File: config.mk
export PLATFORM = sky130hd
export DESIGN_NAME = ifetch_sequencer_flat
export DESIGN_NICKNAME = d
export VERILOG_FILES = /design/src/rtl/ifetch_sequencer_pkg.sv /design/src/rtl/ifetch_sequencer_if.sv /design/src/rtl/ifetch_sequencer_inst_byte_assembler.sv /design/src/rtl/ifetch_sequencer.sv /design/src/flat_wrapper.sv
export SDC_FILE = /design/constraint.sdc
export NUM_CORES = 1
export LEC_CHECK = 0
export CELL_PAD_IN_SITES_DETAIL_PLACEMENT = 0
export CELL_PAD_IN_SITES_GLOBAL_PLACEMENT = 1
export CORE_UTILIZATION = 41
export DETAILED_ROUTE_END_ITERATION = 8
export DONT_BUFFER_PORTS = 1
export GPL_TIMING_DRIVEN = 0
export HOLD_SLACK_MARGIN = 0.12
export PLACE_DENSITY = 0.75
export RECOVER_POWER = 50
export SLEW_MARGIN = 5
export SYNTH_ARGS = -nofsm -noshare
export SYNTH_HDL_FRONTEND = slang
export SYNTH_SLANG_ARGS = --single-unit
File: constraint.sdc
create_clock -name clk -period 2.8 [get_ports clk]
set_input_delay 0.28 -clock clk [delete_from_list [all_inputs] [get_ports clk]]
set_output_delay 0.28 -clock clk [all_outputs]
set_load 0.01 [all_outputs]
File: src/rtl/ifetch_sequencer_pkg.sv
// rtl/ifetch_sequencer_pkg.sv - shared types, constants and range check for the fetch sequencer
// Contents: fetch_state_e (FSM states), INST_BYTES, IMEM_LAST_ADDR_DEFAULT,
//           fetch_out_of_range() helper.
package ifetch_sequencer_pkg;

   typedef enum logic [1:0] {
      ST_IDLE  = 2'd0,
      ST_FETCH = 2'd1,
      ST_HOLD  = 2'd2,
      ST_FAULT = 2'd3
   } fetch_state_e;

   localparam int          INST_BYTES             = 4;
   localparam logic [63:0] IMEM_LAST_ADDR_DEFAULT = 64'd263;

   // The last byte of the instruction is checked in 65 bits so that a PC
   // near 2^64 wraps into the carry bit and is reported as out of range.
   function automatic logic fetch_out_of_range(input logic [63:0] pc,
                                               input logic [63:0] last_addr);
      logic [64:0] end_addr;
      end_addr = {1'b0, pc} + 65'(INST_BYTES - 1);
      return end_addr > {1'b0, last_addr};
   endfunction

endpackage

File: src/rtl/ifetch_sequencer_if.sv
// rtl/ifetch_sequencer_if.sv - PC, instruction-memory and IF/ID signals of the fetch sequencer
// Modports: master = sequencer side (drives pc_write/pc_next, imem_req/imem_addr,
//           inst_valid/inst_out/inst_pc, fetch_fault); slave = surrounding pipeline.
interface ifetch_sequencer_if;

   logic [63:0] pc_in;
   logic        pc_write;
   logic [63:0] pc_next;
   logic        imem_req;
   logic [63:0] imem_addr;
   logic        imem_ack;
   logic [7:0]  imem_rdata;
   logic        flush;
   logic        inst_valid;
   logic        inst_ready;
   logic [31:0] inst_out;
   logic [63:0] inst_pc;
   logic        fetch_fault;

   modport master (
      input  pc_in, imem_ack, imem_rdata, flush, inst_ready,
      output pc_write, pc_next, imem_req, imem_addr, inst_valid, inst_out, inst_pc, fetch_fault
   );

   modport slave (
      output pc_in, imem_ack, imem_rdata, flush, inst_ready,
      input  pc_write, pc_next, imem_req, imem_addr, inst_valid, inst_out, inst_pc, fetch_fault
   );

endinterface

File: src/rtl/ifetch_sequencer_inst_byte_assembler.sv
// rtl/ifetch_sequencer_inst_byte_assembler.sv - little-endian byte-lane capture of one instruction
// Ports: clk, reset (sync, active-high), clear_i (sync clear), wr_en_i (ack-qualified
//        write), index_i (byte lane, 0 = bits 7:0), data_i (byte), word_o (assembled word).
module inst_byte_assembler (
   input  logic        clk,
   input  logic        reset,
   input  logic        clear_i,
   input  logic        wr_en_i,
   input  logic [1:0]  index_i,
   input  logic [7:0]  data_i,
   output logic [31:0] word_o
);

   logic [31:0] word_q;

   always_ff @(posedge clk) begin
      if (reset || clear_i) begin
         word_q <= '0;
      end else if (wr_en_i) begin
         case (index_i)
            2'd0:    word_q[7:0]   <= data_i;
            2'd1:    word_q[15:8]  <= data_i;
            2'd2:    word_q[23:16] <= data_i;
            default: word_q[31:24] <= data_i;
         endcase
      end
   end

   assign word_o = word_q;

endmodule

File: src/rtl/ifetch_sequencer.sv
// rtl/ifetch_sequencer.sv - byte-serial instruction fetch FSM between PC counter, IMEM and IF/ID
// Ports: clk, reset (sync, active-high), bus (ifetch_sequencer_if.master):
//        pc_in -> pc_write/pc_next, imem_req/imem_addr <- imem_ack/imem_rdata,
//        flush, inst_valid/inst_out/inst_pc <- inst_ready, fetch_fault.
module ifetch_sequencer
   import ifetch_sequencer_pkg::*;
#(
   parameter logic [63:0] IMEM_LAST_ADDR = IMEM_LAST_ADDR_DEFAULT
) (
   input  logic                clk,
   input  logic                reset,
   ifetch_sequencer_if.master  bus
);

   fetch_state_e state_q, state_d;
   logic [63:0]  base_q, base_d;
   logic [1:0]   index_q, index_d;

   logic         asm_clear;
   logic         asm_wr;
   logic [31:0]  asm_word;

   logic         pc_write;
   logic [63:0]  pc_next;
   logic         imem_req;
   logic [63:0]  imem_addr;
   logic         inst_valid;
   logic         fetch_fault;

   always_ff @(posedge clk) begin
      if (reset) begin
         state_q <= ST_IDLE;
         base_q  <= '0;
         index_q <= '0;
      end else begin
         state_q <= state_d;
         base_q  <= base_d;
         index_q <= index_d;
      end
   end

   always_comb begin
      state_d     = state_q;
      base_d      = base_q;
      index_d     = index_q;
      asm_clear   = 1'b0;
      asm_wr      = 1'b0;
      pc_write    = 1'b0;
      pc_next     = '0;
      imem_req    = 1'b0;
      imem_addr   = '0;
      inst_valid  = 1'b0;
      fetch_fault = 1'b0;

      case (state_q)
         ST_IDLE: begin
            // Lanes are wiped here so a flushed partial word never leaks into the next fetch.
            asm_clear = 1'b1;
            base_d    = bus.pc_in;
            index_d   = 2'd0;
            if (fetch_out_of_range(bus.pc_in, IMEM_LAST_ADDR)) begin
               state_d = ST_FAULT;
            end else begin
               state_d = ST_FETCH;
            end
         end

         ST_FETCH: begin
            imem_req  = 1'b1;
            imem_addr = base_q + {62'd0, index_q};
            if (bus.flush) begin
               state_d = ST_IDLE;
            end else if (bus.imem_ack) begin
               asm_wr = 1'b1;
               if (index_q == 2'd3) begin
                  state_d = ST_HOLD;
               end else begin
                  index_d = index_q + 2'd1;
               end
            end
         end

         ST_HOLD: begin
            // flush wins over the handshake: the word is dropped and the PC does not advance.
            if (bus.flush) begin
               state_d = ST_IDLE;
            end else begin
               inst_valid = 1'b1;
               if (bus.inst_ready) begin
                  pc_write = 1'b1;
                  pc_next  = base_q + 64'(INST_BYTES);
                  state_d  = ST_IDLE;
               end
            end
         end

         ST_FAULT: begin
            fetch_fault = 1'b1;
         end

         default: begin
            state_d = ST_IDLE;
         end
      endcase
   end

   inst_byte_assembler u_assembler (
      .clk     (clk),
      .reset   (reset),
      .clear_i (asm_clear),
      .wr_en_i (asm_wr),
      .index_i (index_q),
      .data_i  (bus.imem_rdata),
      .word_o  (asm_word)
   );

   assign bus.pc_write    = pc_write;
   assign bus.pc_next     = pc_next;
   assign bus.imem_req    = imem_req;
   assign bus.imem_addr   = imem_addr;
   assign bus.inst_valid  = inst_valid;
   assign bus.inst_out    = asm_word;
   assign bus.inst_pc     = base_q;
   assign bus.fetch_fault = fetch_fault;

endmodule

File: src/flat_wrapper.sv
// flat-port wrapper written by rule: the top's interface ports become plain ports
module ifetch_sequencer_flat import ifetch_sequencer_pkg::*;
#(
   parameter logic [63:0] IMEM_LAST_ADDR = IMEM_LAST_ADDR_DEFAULT
)
  (clk, reset, bus_pc_in, bus_imem_ack, bus_imem_rdata, bus_flush, bus_inst_ready, bus_pc_write, bus_pc_next, bus_imem_req, bus_imem_addr, bus_inst_valid, bus_inst_out, bus_inst_pc, bus_fetch_fault);
  ifetch_sequencer_if bus_i ();
  input  logic clk;
  input  logic reset;
  input wire logic [$bits(bus_i.pc_in)-1:0] bus_pc_in;
  input wire logic [$bits(bus_i.imem_ack)-1:0] bus_imem_ack;
  input wire logic [$bits(bus_i.imem_rdata)-1:0] bus_imem_rdata;
  input wire logic [$bits(bus_i.flush)-1:0] bus_flush;
  input wire logic [$bits(bus_i.inst_ready)-1:0] bus_inst_ready;
  output wire logic [$bits(bus_i.pc_write)-1:0] bus_pc_write;
  output wire logic [$bits(bus_i.pc_next)-1:0] bus_pc_next;
  output wire logic [$bits(bus_i.imem_req)-1:0] bus_imem_req;
  output wire logic [$bits(bus_i.imem_addr)-1:0] bus_imem_addr;
  output wire logic [$bits(bus_i.inst_valid)-1:0] bus_inst_valid;
  output wire logic [$bits(bus_i.inst_out)-1:0] bus_inst_out;
  output wire logic [$bits(bus_i.inst_pc)-1:0] bus_inst_pc;
  output wire logic [$bits(bus_i.fetch_fault)-1:0] bus_fetch_fault;
  assign bus_i.pc_in = bus_pc_in;
  assign bus_i.imem_ack = bus_imem_ack;
  assign bus_i.imem_rdata = bus_imem_rdata;
  assign bus_i.flush = bus_flush;
  assign bus_i.inst_ready = bus_inst_ready;
  assign bus_pc_write = bus_i.pc_write;
  assign bus_pc_next = bus_i.pc_next;
  assign bus_imem_req = bus_i.imem_req;
  assign bus_imem_addr = bus_i.imem_addr;
  assign bus_inst_valid = bus_i.inst_valid;
  assign bus_inst_out = bus_i.inst_out;
  assign bus_inst_pc = bus_i.inst_pc;
  assign bus_fetch_fault = bus_i.fetch_fault;
  ifetch_sequencer #(.IMEM_LAST_ADDR(IMEM_LAST_ADDR)) u_core (.clk(clk), .reset(reset), .bus(bus_i));
endmodule
==> results.py <==
metrics = {
    "sta": {
        "hold_slack_ns": 0.247,
        "finalSetupTns_ns": -5.41,
        "finalCritPeriodShare_pct": 110,
        "drv_slew": 0,
        "rsz0062_at_grt": "true",
        "clock_skew_ns": 0.00784,
        "hold_viol": 0,
        "finalCriticalPeriod_ns": 3.08,
        "final-setup-viol-count": 40,
        "clock.fmax_mhz": 324,
        "slew_headroom_pct": 40.9,
        "final.setup.worst_slack_ns": -0.282,
        "worst_pin_slew_ns": 0.886,
    },
    "critical_path": {
        "startpoint_type": "flip-flop",
        "cp-end-kind": "output pin",
        "cp.arrival_ns": 2.80,
        "crit_fanout": 6,
        "path_class": "flip-flop to output pin",
        "required_ns": 2.52,
    },
    "yosys": {
        "synthArstFlopShare_pct": 0,
        "synth-edff-count": 0,
        "ys_seq_area_share_pct": 23.7,
        "yosysTopAreaCell": "dfxtp_1",
        "synthCells": 1204,
        "synthTopCellsByArea": "dfxtp_1, xnor2_1, mux2i_1",
        "synthesis.nets": 1295,
        "synth.distinct_cells": 59,
        "ys_warn_count": 0,
        "syn_avg_cell_area_um2": 7.02,
        "synth_area_mm2": 0.00846,
        "ys_seq_elements": 100,
        "yosys_most_used_dff": "dfxtp_1",
        "yosys.area.top_type_share_pct": 23.7,
    },
    "detailed_routing": {
        "routed_wl_um": 39300,
        "wire_per_inst_um": 23.7,
        "first_iter_violations": 694,
        "vias_per_cell": 6.08,
        "vias": 10100,
        "drc": 0,
        "drtAntennaViolNets": 0,
        "drt_pass1_iterations": 5,
    },
    "place": {
        "dpl-instance-area_mm2": 0.00883,
        "dp_hpwl_um": 28700,
        "numPortBuffers": 0,
        "gp_congestion": 0.962,
    },
    "cells_and_area": {
        "num-fill-cells": 1841,
        "layout_commonest_cell": "nor2_1",
        "syn2layout_area_growth_pct": 45.1,
        "antenna_cells": 0,
        "regArea_mm2": 0.00212,
        "layout-drive-gt1-share_pct": 29.7,
        "mostFrequentLayoutCells": "nor2_1, nand2_1, buf_4",
        "fin_nets": 1472,
        "final_area_mm2": 0.0123,
        "multi_input_area_mm2": 0.00730,
    },
    "global_route": {
        "grt_usage_pct": 35.6,
        "grt_pass1_vias": 9464,
        "grt_overflow": 0,
        "grt_pass1_wl_um": 57700,
        "grt_max_degree": 19,
        "grt_antenna_before_repair": 0,
    },
    "clock_tree": {
        "clkLatencyLatePin_ns": 0.35,
        "cts_root_buffer": "clkbuf_16",
        "cts_buffers": 9,
        "htree_levels": 3,
        "cts_tree": "done",
        "cts.sinks": 100,
        "cts_max_path_buffers": 2,
        "clk_pin_slew_ns": 0.07,
    },
    "outcome": {
        "outcome": "finished with violations",
        "violations": "setup timing",
    },
    "floorplanning": {
        "die-height_um": 146,
        "die_w_um": 146,
        "start_util_pct": 41.8,
        "io_pins": 305,
        "rows": 52,
        "core_area_mm2": 0.0202,
        "fp.dieArea_mm2": 0.0212,
    },
    "power_and_ir_drop": {
        "ir_drop_v": 0.000456,
        "p_leak_nw": 4.74,
        "pwr_density_cell_mw_per_mm2": 549,
    },
    "flow_run": {
        "drv_cap": 0,
    },
    "worst_hold_path": {
        "hold_path.class": "input port to flip-flop",
    },
}
critical path: stages, from the launching register on:
cell	delay [ns]
dfxtp_1	0.43
buf_8	0.15
nand4_1	0.13
buf_4	0.17
nor3_4	0.24
nand4_1	0.22
nor4_4	0.36
nand2_2	0.19
or3_4	0.37
a21oi_4	0.19
power by group:
part / leakage (nW) / switching [mW] / internal (mW)
clock network: 0.134 / 0.631 / 0.617
logic: 3.76 / 1.78 / 1.41
registers: 0.844 / 0.568 / 1.73
cells by family after synthesis:
group	synth area share [%]
fa+ha+maj	2.16
buf+inv	5.25
xor+xnor	13.0
simple gates	38.4
mux	7.93
compound gates	9.54
flops	23.7
layout make-up:
| type | count | area share (%) |
|---|---|---|
| timing repair buffer | 168 | 12.4 |
| buffer | 82 | 4.92 |
| tap | 270 | 2.75 |
| sequential | 100 | 17.3 |
| inverter | 29 | 0.887 |
| clock inverter | 7 | 0.469 |
| clock buffer | 9 | 1.84 |
| multi-input combinational | 991 | 59.5 |
metal layers:
layer | global-route usage, % | vias to the layer above | share of wire, %
li1 | - | 4529 | -
met1 | 42.9 | 4862 | 39
met2 | 59.7 | 535 | 47
met3 | 7.49 | 135 | 7.8
met4 | 18.2 | 0 | 5.9
met5 | 0 | - | 0
state kept, by name (all words and copies together) (netlist names):
register / cells
u_core.bus.inst_pc: 64
u_core.state_q: 2
u_core.u_assembler.word_o: 32
u_core.index_q: 2
final timing paths:
| kind | start | to | slack (ns) | depth (start not counted) |
|---|---|---|---|---|
| setup / recovery | u_core.bus.inst_pc[10] | bus_pc_next[63] | -0.28 | 9 |
| hold / removal | bus_pc_in[23] | u_core.bus.inst_pc[23] | 0.25 | 3 |
| setup reg to reg | u_core.state_q[1] | u_core.state_q[1] | 0.27 | 10 |
| hold reg to reg | u_core.u_assembler.word_o[30] | u_core.u_assembler.word_o[30] | 0.50 | 2 |
synthesized netlist by cell type, types with 3 or more instances:
| cell type | n |
|---|---|
| nor2_1 | 174 |
| nand2_1 | 162 |
| dfxtp_1 | 100 |
| xnor2_1 | 80 |
| clkbuf_1 | 67 |
| mux2i_1 | 67 |
| and2_1 | 57 |
| a21oi_1 | 52 |
| xor2_1 | 46 |
| nand3_1 | 45 |
| nand4_1 | 44 |
| nor3_1 | 43 |
| nor4_1 | 31 |
| inv_1 | 29 |
| or3_1 | 27 |
| o21ai_0 | 20 |
| and3_1 | 17 |
| and4_1 | 15 |
| ha_1 | 13 |
| buf_1 | 11 |
| a21boi_0 | 9 |
| or2_2 | 9 |
| a31oi_1 | 7 |
| nand2b_1 | 7 |
| a211oi_1 | 6 |
| nor2b_1 | 6 |
| a211o_1 | 4 |
| buf_2 | 4 |
| or4_1 | 4 |
| nor3b_1 | 3 |
| o211ai_1 | 3 |
timing repair:
item	in CTS	in global routing
hold endpoints to repair	90	0
pin swaps	72	59
buffers inserted	67	38
resized for setup	328	145
cloned	0	0
hold buffers	66	0
endpoints found under the setup margin	105	85
through the flow:
stage	worst slack [ns]	total power [mW]	instances	utilization (%)
final	-0.282	6.73	1656	60.7
after global routing	-0.351	7.02	1656	60.7
after CTS	-0.257	6.39	1622	56.7
after detailed placement	-1.04	4.58	1474	43.6
after global placement	-1.07	4.56	1474	43.6
after floorplan	-0.0269	3.86	1204	-
(Power assumes the default switching activity.)
